### config.mk
export PLATFORM = sky130hd
export DESIGN_NAME = node_endpoint
export DESIGN_NICKNAME = d
export VERILOG_FILES = /design/src/rtl/node_endpoint.sv
export SDC_FILE = /design/constraint.sdc
export NUM_CORES = 1
export LEC_CHECK = 0
export ABC_CLOCK_PERIOD_IN_PS = 3100
export BUFFER_PORTS_ARGS = -buffer_cell sky130_fd_sc_hd__buf_4
export CAP_MARGIN = 20
export CORE_ASPECT_RATIO = 1.25
export CORE_MARGIN = 1
export CORE_UTILIZATION = 45
export CTS_CLUSTER_DIAMETER = 80
export DETAILED_ROUTE_END_ITERATION = 7
export GPL_TIMING_DRIVEN = 0
export PLACE_DENSITY_LB_ADDON = 0.05
export SLEW_MARGIN = 20
export SYNTH_ARGS = -nofsm -noshare
export SYNTH_HDL_FRONTEND = slang
export SYNTH_SLANG_ARGS = --single-unit
export TNS_END_PERCENT = 10
### constraint.sdc
create_clock -name clk -period 3.1 [get_ports clk]
set_clock_uncertainty 0.1 [all_clocks]
set_input_delay 0.465 -clock clk [delete_from_list [all_inputs] [get_ports clk]]
set_output_delay 0.465 -clock clk [all_outputs]
set_load 0.01 [all_outputs]
### src/rtl/node_endpoint.sv
// node_endpoint: node-side end of a router local link.
// Injects request-driven packets and sinks/checks ejected flits.
package node_endpoint_pkg;
    localparam int VC_NUM = 2;
    localparam int VC_W = (VC_NUM > 1) ? $clog2(VC_NUM) : 1;
    localparam int DATA_W = 16;

    typedef enum logic [1:0] {
        HEAD     = 2'd0,
        BODY     = 2'd1,
        TAIL     = 2'd2,
        HEADTAIL = 2'd3
    } flit_label_t;

    typedef struct packed {
        flit_label_t     flit_label;
        logic [VC_W-1:0] vc_id;
        logic [DATA_W-1:0] data;
    } flit_t;
endpackage

module node_endpoint
    import node_endpoint_pkg::*;
#(
    parameter int MESH_SIZE_X = 2,
    parameter int MESH_SIZE_Y = 3,
    parameter int X_CURRENT   = 0,
    parameter int Y_CURRENT   = 0,
    parameter int MAX_PKT_LEN = 8,
    parameter int CNT_W       = 16
) (
    input  logic                             clk,
    input  logic                             rst,
    input  logic                             req_valid_i,
    output logic                             req_ready_o,
    input  logic [$clog2(MESH_SIZE_X)-1:0]   req_x_dest_i,
    input  logic [$clog2(MESH_SIZE_Y)-1:0]   req_y_dest_i,
    input  logic [$clog2(MAX_PKT_LEN+1)-1:0] req_len_i,
    output flit_t                            data_o,
    output logic                             is_valid_o,
    input  logic [VC_NUM-1:0]                is_on_off_i,
    input  logic [VC_NUM-1:0]                is_allocatable_i,
    input  flit_t                            data_i,
    input  logic                             is_valid_i,
    input  logic                             sink_stall_i,
    output logic [VC_NUM-1:0]                is_on_off_o,
    output logic [VC_NUM-1:0]                is_allocatable_o,
    output logic [CNT_W-1:0]                 pkt_sent_o,
    output logic [CNT_W-1:0]                 pkt_recv_o,
    output logic                             error_o
);
    localparam int XW = $clog2(MESH_SIZE_X);
    localparam int YW = $clog2(MESH_SIZE_Y);
    localparam int LW = $clog2(MAX_PKT_LEN + 1);
    localparam int PW = DATA_W / 2;

    typedef enum logic [1:0] {IDLE, ALLOC, SEND} state_t;

    state_t          state_q, state_d;
    logic [XW-1:0]   x_q, x_d;
    logic [YW-1:0]   y_q, y_d;
    logic [LW-1:0]   len_q, len_d, idx_q, idx_d, len_eff;
    logic [VC_W-1:0] vc_q, vc_d, pick;
    logic            found, sent_inc, valid_d, ready_en_q;
    flit_t           flit_d;

    assign req_ready_o = ready_en_q && (state_q == IDLE);
    assign len_eff = (req_len_i > LW'(MAX_PKT_LEN)) ? LW'(MAX_PKT_LEN) : req_len_i;

    always_comb begin
        state_d  = state_q;
        x_d      = x_q;
        y_d      = y_q;
        len_d    = len_q;
        idx_d    = idx_q;
        vc_d     = vc_q;
        flit_d   = '0;
        valid_d  = 1'b0;
        sent_inc = 1'b0;
        found    = 1'b0;
        pick     = '0;
        for (int v = VC_NUM - 1; v >= 0; v--) begin
            if (is_allocatable_i[v] && is_on_off_i[v]) begin
                found = 1'b1;
                pick  = VC_W'(v);
            end
        end
        unique case (state_q)
            IDLE: begin
                if (req_valid_i && req_ready_o && (req_len_i != '0)) begin
                    x_d     = req_x_dest_i;
                    y_d     = req_y_dest_i;
                    len_d   = len_eff;
                    idx_d   = '0;
                    state_d = ALLOC;
                end
            end
            ALLOC: begin
                if (found) begin
                    vc_d         = pick;
                    valid_d      = 1'b1;
                    flit_d.vc_id = pick;
                    flit_d.data  = {PW'(x_q), PW'(y_q)};
                    if (len_q == LW'(1)) begin
                        flit_d.flit_label = HEADTAIL;
                        sent_inc = 1'b1;
                        state_d  = IDLE;
                    end else begin
                        flit_d.flit_label = HEAD;
                        idx_d   = LW'(1);
                        state_d = SEND;
                    end
                end
            end
            SEND: begin
                if (is_on_off_i[vc_q]) begin
                    valid_d      = 1'b1;
                    flit_d.vc_id = vc_q;
                    flit_d.data  = {PW'(pkt_sent_o), PW'(idx_q)};
                    idx_d        = idx_q + LW'(1);
                    if (idx_q == len_q - LW'(1)) begin
                        flit_d.flit_label = TAIL;
                        sent_inc = 1'b1;
                        state_d  = IDLE;
                    end else begin
                        flit_d.flit_label = BODY;
                    end
                end
            end
            default: state_d = IDLE;
        endcase
    end

    always_ff @(posedge clk or negedge rst) begin
        if (!rst) begin
            state_q    <= IDLE;
            x_q        <= '0;
            y_q        <= '0;
            len_q      <= '0;
            idx_q      <= '0;
            vc_q       <= '0;
            data_o     <= '0;
            is_valid_o <= 1'b0;
            pkt_sent_o <= '0;
            ready_en_q <= 1'b0;
        end else begin
            state_q    <= state_d;
            x_q        <= x_d;
            y_q        <= y_d;
            len_q      <= len_d;
            idx_q      <= idx_d;
            vc_q       <= vc_d;
            data_o     <= flit_d;
            is_valid_o <= valid_d;
            ready_en_q <= 1'b1;
            if (sent_inc && (pkt_sent_o != '1))
                pkt_sent_o <= pkt_sent_o + CNT_W'(1);
        end
    end

    // Ejection: per-VC framing state plus a taint bit for packets that broke mid-way
    logic [VC_NUM-1:0] in_pkt_q, in_pkt_d, bad_q, bad_d, on_prev_q;
    logic [VC_W-1:0]   rx_vc;
    logic              rx_head, rx_err, recv_inc;

    assign rx_vc   = data_i.vc_id;
    assign rx_head = (data_i.flit_label == HEAD) || (data_i.flit_label == HEADTAIL);
    assign is_allocatable_o = ~in_pkt_q;

    always_comb begin
        in_pkt_d = in_pkt_q;
        bad_d    = bad_q;
        rx_err   = 1'b0;
        recv_inc = 1'b0;
        if (is_valid_i) begin
            if (!on_prev_q[rx_vc])
                rx_err = 1'b1;
            if (rx_head) begin
                if (in_pkt_q[rx_vc] ||
                    (data_i.data != {PW'(X_CURRENT), PW'(Y_CURRENT)}))
                    rx_err = 1'b1;
            end else if (!in_pkt_q[rx_vc]) begin
                rx_err = 1'b1;
            end
            unique case (data_i.flit_label)
                HEAD: begin
                    in_pkt_d[rx_vc] = 1'b1;
                    bad_d[rx_vc]    = rx_err;
                end
                BODY: bad_d[rx_vc] = bad_q[rx_vc] | rx_err;
                TAIL: begin
                    in_pkt_d[rx_vc] = 1'b0;
                    bad_d[rx_vc]    = 1'b0;
                    recv_inc        = !rx_err && !bad_q[rx_vc];
                end
                HEADTAIL: recv_inc = !rx_err;
                default: ;
            endcase
        end
    end

    always_ff @(posedge clk or negedge rst) begin
        if (!rst) begin
            in_pkt_q    <= '0;
            bad_q       <= '0;
            on_prev_q   <= '1;
            is_on_off_o <= '1;
            pkt_recv_o  <= '0;
            error_o     <= 1'b0;
        end else begin
            in_pkt_q    <= in_pkt_d;
            bad_q       <= bad_d;
            on_prev_q   <= is_on_off_o;
            is_on_off_o <= {VC_NUM{~sink_stall_i}};
            if (rx_err)
                error_o <= 1'b1;
            if (recv_inc && (pkt_recv_o != '1))
                pkt_recv_o <= pkt_recv_o + CNT_W'(1);
        end
    end
endmodule

# == Word-level counts from Yosys, hierarchy flattened ==
# Index checks and enable logic that the tools add are counted.
# op_classes
n_reduce_logical,26
magnitude_cmp,4
bitwise_logic,7
eq_ne,14
addsub,4
mux,49
# op_table
cell,count
19-bit two-way mux,2
19-bit one-hot mux with 2 select lines,1
16-bit by 1-bit adder with 16-bit output (second input constant),2
16-bit inequality test (second input constant),2
1-bit two-way mux,24
4-bit two-way mux,5
16-bit nonzero test,1
2-bit two-way mux,7
2-bit one-hot mux with 3 select lines,2
4-bit one-hot mux with 3 select lines,1
1-bit logical AND,9
2-bit inequality test (second input constant),4
2-bit AND reduction,4
2-bit equality test (second input constant),3
1-bit one-hot mux with 2 select lines,3
3-bit nonzero test,2
5-bit AND reduction,1
4-bit by 1-bit adder with 4-bit output (second input constant),1
2-bit bitwise AND,2
2-bit bitwise mux,2
2-bit by 1-bit equality test with 1-bit output (second input constant),2
4-bit by 1-bit equality test with 1-bit output (second input constant),1
4-bit equality test,1
4-bit > comparator (second input constant),1
16 further kinds,21
# word_totals
elab_cells,122
inputBits,35
regBits,74

# == Depth between registers and ports, before layout ==
# logic_depth
word_depth,11
depth_mapped,10
mapped_depth_nobuf,8

# == Worst setup path after synthesis ==
# OpenSTA, ideal clock, no wires.
# synth_timing
path_type,input port to flip-flop
startpoint,input port data_i[17] (netlist bit)
endpoint,register pkt_recv_o[12]
setup_time_ns,0.079
arrival_ns,2.081
t_required_ns,2.921
path_slack_ns,0.839
cell_stages,7
n_path_buf,0
path_cell_list,inv_1 > ha_1 > nand3b_1 > o31a_1 > or4b_4 > nor2_2 > xor2_1
# synth_between
elab_chain_len,9
word_cells_on_any_way,11
cone_classes,eq/ne (2); mux (4); reduce/logical (5)
# synth_lines
element,line,text
from (decl),43,"input flit_t data_i,"
2-bit equality test / 2-bit logical NOT (equally long branches),"167, 185",
1-bit logical OR,167,assign rx_head = (data_i.flit_label == HEAD) || (data_i.flit_label == HEADTAIL);
1-bit two-way mux,178,if (rx_head) begin
1-bit two-way mux,175,if (is_valid_i) begin
1-bit logical NOT,"194, 196",
1-bit logical AND,194,recv_inc = !rx_err && !bad_q[rx_vc];
1-bit one-hot mux with 2 select lines *,185,unique case (data_i.flit_label)
1-bit two-way mux *,175,
1-bit logical AND *,217,if (recv_inc && (pkt_recv_o != '1))
to (signal assigned),218,pkt_recv_o <= pkt_recv_o + CNT_W'(1);
to (decl),49,"output logic [CNT_W-1:0] pkt_recv_o,"
# Every way passes the cells marked *; elsewhere a longest branch is shown, timed or not. The select of a mux whose other input is x is not followed.
# A chain may end at the register's enable or synchronous reset.

# == Worst setup path after layout ==
# layout_timing
startpoint,register state_q[0]
endpoint,register pkt_sent_o[1]
# layout_between
elab_chain_len,3
word_cells_on_any_way,4
cone_classes,eq/ne (2); mux (1); reduce/logical (1)
# layout_lines
element,line,text
from (decl),59,"state_t state_q, state_d;"
from (signal assigned),147,state_q <= state_d;
2-bit equality test / 2-bit by 1-bit equality test with 1-bit output (equally long branches),88,unique case (state_q)
1-bit one-hot mux with 2 select lines *,88,
1-bit logical AND *,156,if (sent_inc && (pkt_sent_o != '1))
to (signal assigned),157,pkt_sent_o <= pkt_sent_o + CNT_W'(1);
to (decl),48,"output logic [CNT_W-1:0] pkt_sent_o,"
# Every way passes the cells marked *; elsewhere a longest branch is shown, timed or not.

==> flow_summary.ini <==
[pwr]
switching_share_pct = 32.3
switchingPower_w = 0.000845
p_leak_nw = 2.23
p_int_w = 0.00177
power.density_nw_per_um2 = 592
p_clk_share_pct = 28.1
p_seq_share_pct = 44.0
ir_worst_vdd_v = 0.000511
pwr-share-comb_pct = 27.9

[detailed_routing]
wire_per_inst_microns = 13.4
firstDrtPassIters = 4
ant_nets = 0
routed_wl_mm = 7.02
drc = 0
routed-via-count = 2649
vias_per_cell = 5.07
drt_iter0_markers = 101

[worst_setup_path]
critPathBufInv = 3
r2r_cells = 9
reg2reg_from = state_q[0]
cp-start-kind = flip-flop
crit_family = simple AND/OR/NAND/NOR gates
cp_common_cell = buf_2
endpoint_kind = flip-flop
timing.rr.end = pkt_sent_o[1]
r2r_slack_ps = 340
slowest_delay_ps = 560
arrival_ps = 2890
required_ps = 3230
crit_slowest_cell = nor2_1
worstSetupPathType = reg -> reg
cp_max_fo = 10
cp_cell_sequence = inv_1 > ha_1 > buf_2 > nand2_1 > nor2_1 > a32o_2 > o41ai_2 > buf_2 > mux2_1

[synth]
syn_inst = 324
synth_common_cells = dfrtp_1, nand2_1, nand3_1, xor2_1, nor2_1
synth_compound_area_share_pct = 7.53
synth_top_family_by_area = simple AND/OR/NAND/NOR gates
async_reset_ff_share_pct = 100
synthesis.area_sq_um = 3440
synth_flop_cell = dfrtp_1
synthAdderAreaFrac_pct = 4.73
yosys.area_share.xor_xnor_pct = 8.84
synth.top_cell.area_share_pct = 49.5
ys_seq_area_share_pct = 51.0
synth.area.mux_share_pct = 3.97
synth_edf_count = 0
syn_area_per_cell_sq_um = 10.6
synth-simple-area-share_pct = 19.8
yosys.area.top_type = dfrtp_1
synth_cell_type_count = 51
synth_warnings = 0
ys_seq_elements = 70
synth_top_cells_by_area = dfrtp_1, xor2_1, ha_1
synth_most_common_cell = dfrtp_1

[timing]
fin_setup_tns_ps = 0
drv_slew = 0
post-route-min-period_ps = 2760
clock.fmax_mhz = 363
max-slew-margin-rel_pct = 40.9
hold_violations = 0
fin_ws_ps = 344
period_share_pct = 88.9
rsz0062_at_grt = false
setup_violations = 0
tightest_slew_ps = 887

[grt]
grt_usage_pct = 19.4
grt_pass1_vias = 2590
grt_max_degree = 71
globalRouteOverflowTotal = 0
grt_pass1_wl_mm = 11.9
antenna_found_initial = 0

[cts]
cts.path.max_buffers = 2
root_buffer = clkbuf_8
postCtsHoldBufs = 0
path_clk_slew_ps = 80
cts-buffers-inserted = 9
postCtsSetupBuffers = 0
cts_resized = 0
cts_tree = done
h-tree-depth = 3
cts.sinks = 70
worstSkewPairLatency_ps = 350

[worst_hold_path]
hp-class = in -> async

[floorplanning]
core-area_sq_um = 7400
die_y_microns = 99.7
fp.dieW_microns = 80.2
num_io_pins = 93
start_util_pct = 46.5
die-area_sq_um = 8000
rows = 35

[cells_and_area]
diodes = 0
layout-drive-gt1-share_pct = 29.5
layoutNonFillerInstCount = 522
synthToLayoutAreaGrowth_pct = 28.4
nNetsFinal = 473

[outcome]
status = finished, final reports clean

[placement]
numPortBuffers = 87
place_ws_ps = 333
globalplace.congestion = 0.808
dp_hpwl_mm = 5.15
dp_cells = 506

[job]
drv_cap = 0
==> worst register-to-register path: cells and delay by family, from the launching register on <==
family,cells,cell delay (ps)
compound gates,2,470
simple gates,2,700
mux,1,320
flops,1,410
buf+inv,3,490
fa+ha+maj,1,140
==> worst max path at each step <==
| stage | from | to | cells after the start |
|---|---|---|---|
| floorplan | data_i[17] | pkt_recv_o[12] | 7 |
| global placement | state_q[0] | pkt_sent_o[1] | 9 |
| detailed placement | state_q[0] | pkt_sent_o[1] | 9 |
| CTS | state_q[0] | pkt_sent_o[1] | 9 |
| global route | state_q[0] | pkt_sent_o[9] | 10 |
| finish | state_q[0] | pkt_sent_o[1] | 9 |
==> routing by layer <==
layer,vias up,share of wire (%),GRT usage [%]
met5,-,0,0
met4,0,1.5,6.87
met3,9,6.3,5.32
met2,84,49,33.0
met1,1242,44,23.2
li1,1314,-,-
==> through the flow <==
stage               area, sq um  utilization (%)  hold WS, ps  total power, W
floorplan                  3450                -         69.4         0.00164
global placement           4220             57.0          270         0.00189
detailed placement         4220             57.0          273         0.00191
CTS                        4420             59.7          102         0.00266
global route               4420             59.7          105         0.00280
finish                     4420             59.7          108         0.00261
==> logic make-up after synthesis <==
group | Yosys count
simple gates | 128
fa+ha+maj | 13
flops | 70
mux | 12
compound gates | 38
buf+inv | 28
xor+xnor | 33
other cells | 2
==> state kept, by name (all words and copies together) (netlist names), 2 cells and up, named ones only <==
signal / flops
y_q: 2
state_q: 2
pkt_recv_o: 16
idx_q: 4
data_o: 15
len_q: 4
pkt_sent_o: 16
==> area by class of cell <==
class / instances / area (sq um)
Clock inverter: 7 / 73.8
Clock buffer: 9 / 124
Multi-Input combinational cell: 229 / 1560
Tap cell: 92 / 115
Sequential cell: 70 / 1750
Fill cell: 661 / 2990
Timing Repair Buffer: 87 / 653
Buffer: 11 / 71.3
Inverter: 17 / 63.8
==> cell usage in the layout (no fill, tap or decap), drive strengths merged, types with 3 or more instances in the layout <==
| cell | count |
|---|---|
| nor4 | 8 |
| nand3 | 23 |
| xor2 | 23 |
| nand2 | 24 |
| nand3b | 4 |
| mux2 | 10 |
| and2 | 10 |
| dfrtp | 68 |
| nand4 | 3 |
| nor3 | 14 |
| conb | 5 |
| and3 | 4 |
| a32o | 3 |
| buf | 96 |
| a22oi | 5 |
| ha | 13 |
| a21oi | 4 |
| inv | 18 |
| clkbuf | 11 |
| nand2b | 3 |
| nor2 | 20 |
| a31oi | 4 |
| nor2b | 8 |
| clkinv | 4 |
| xnor2 | 9 |
| o21ai | 13 |
==> power groups by stage <==
stage | clock, W | sequential [W] | combinational [W]
6_report | 0.000735 | 0.00115 | 0.000729
5_1_grt | 0.000794 | 0.00117 | 0.000831
4_1_cts | 0.000761 | 0.00115 | 0.000741
3_5_place_dp | 0 | 0.00117 | 0.000736
3_3_place_gp | 0 | 0.00117 | 0.000721
2_1_floorplan | 0 | 0.00117 | 0.000473
Note: power is estimated with default switching activity, not from simulation.
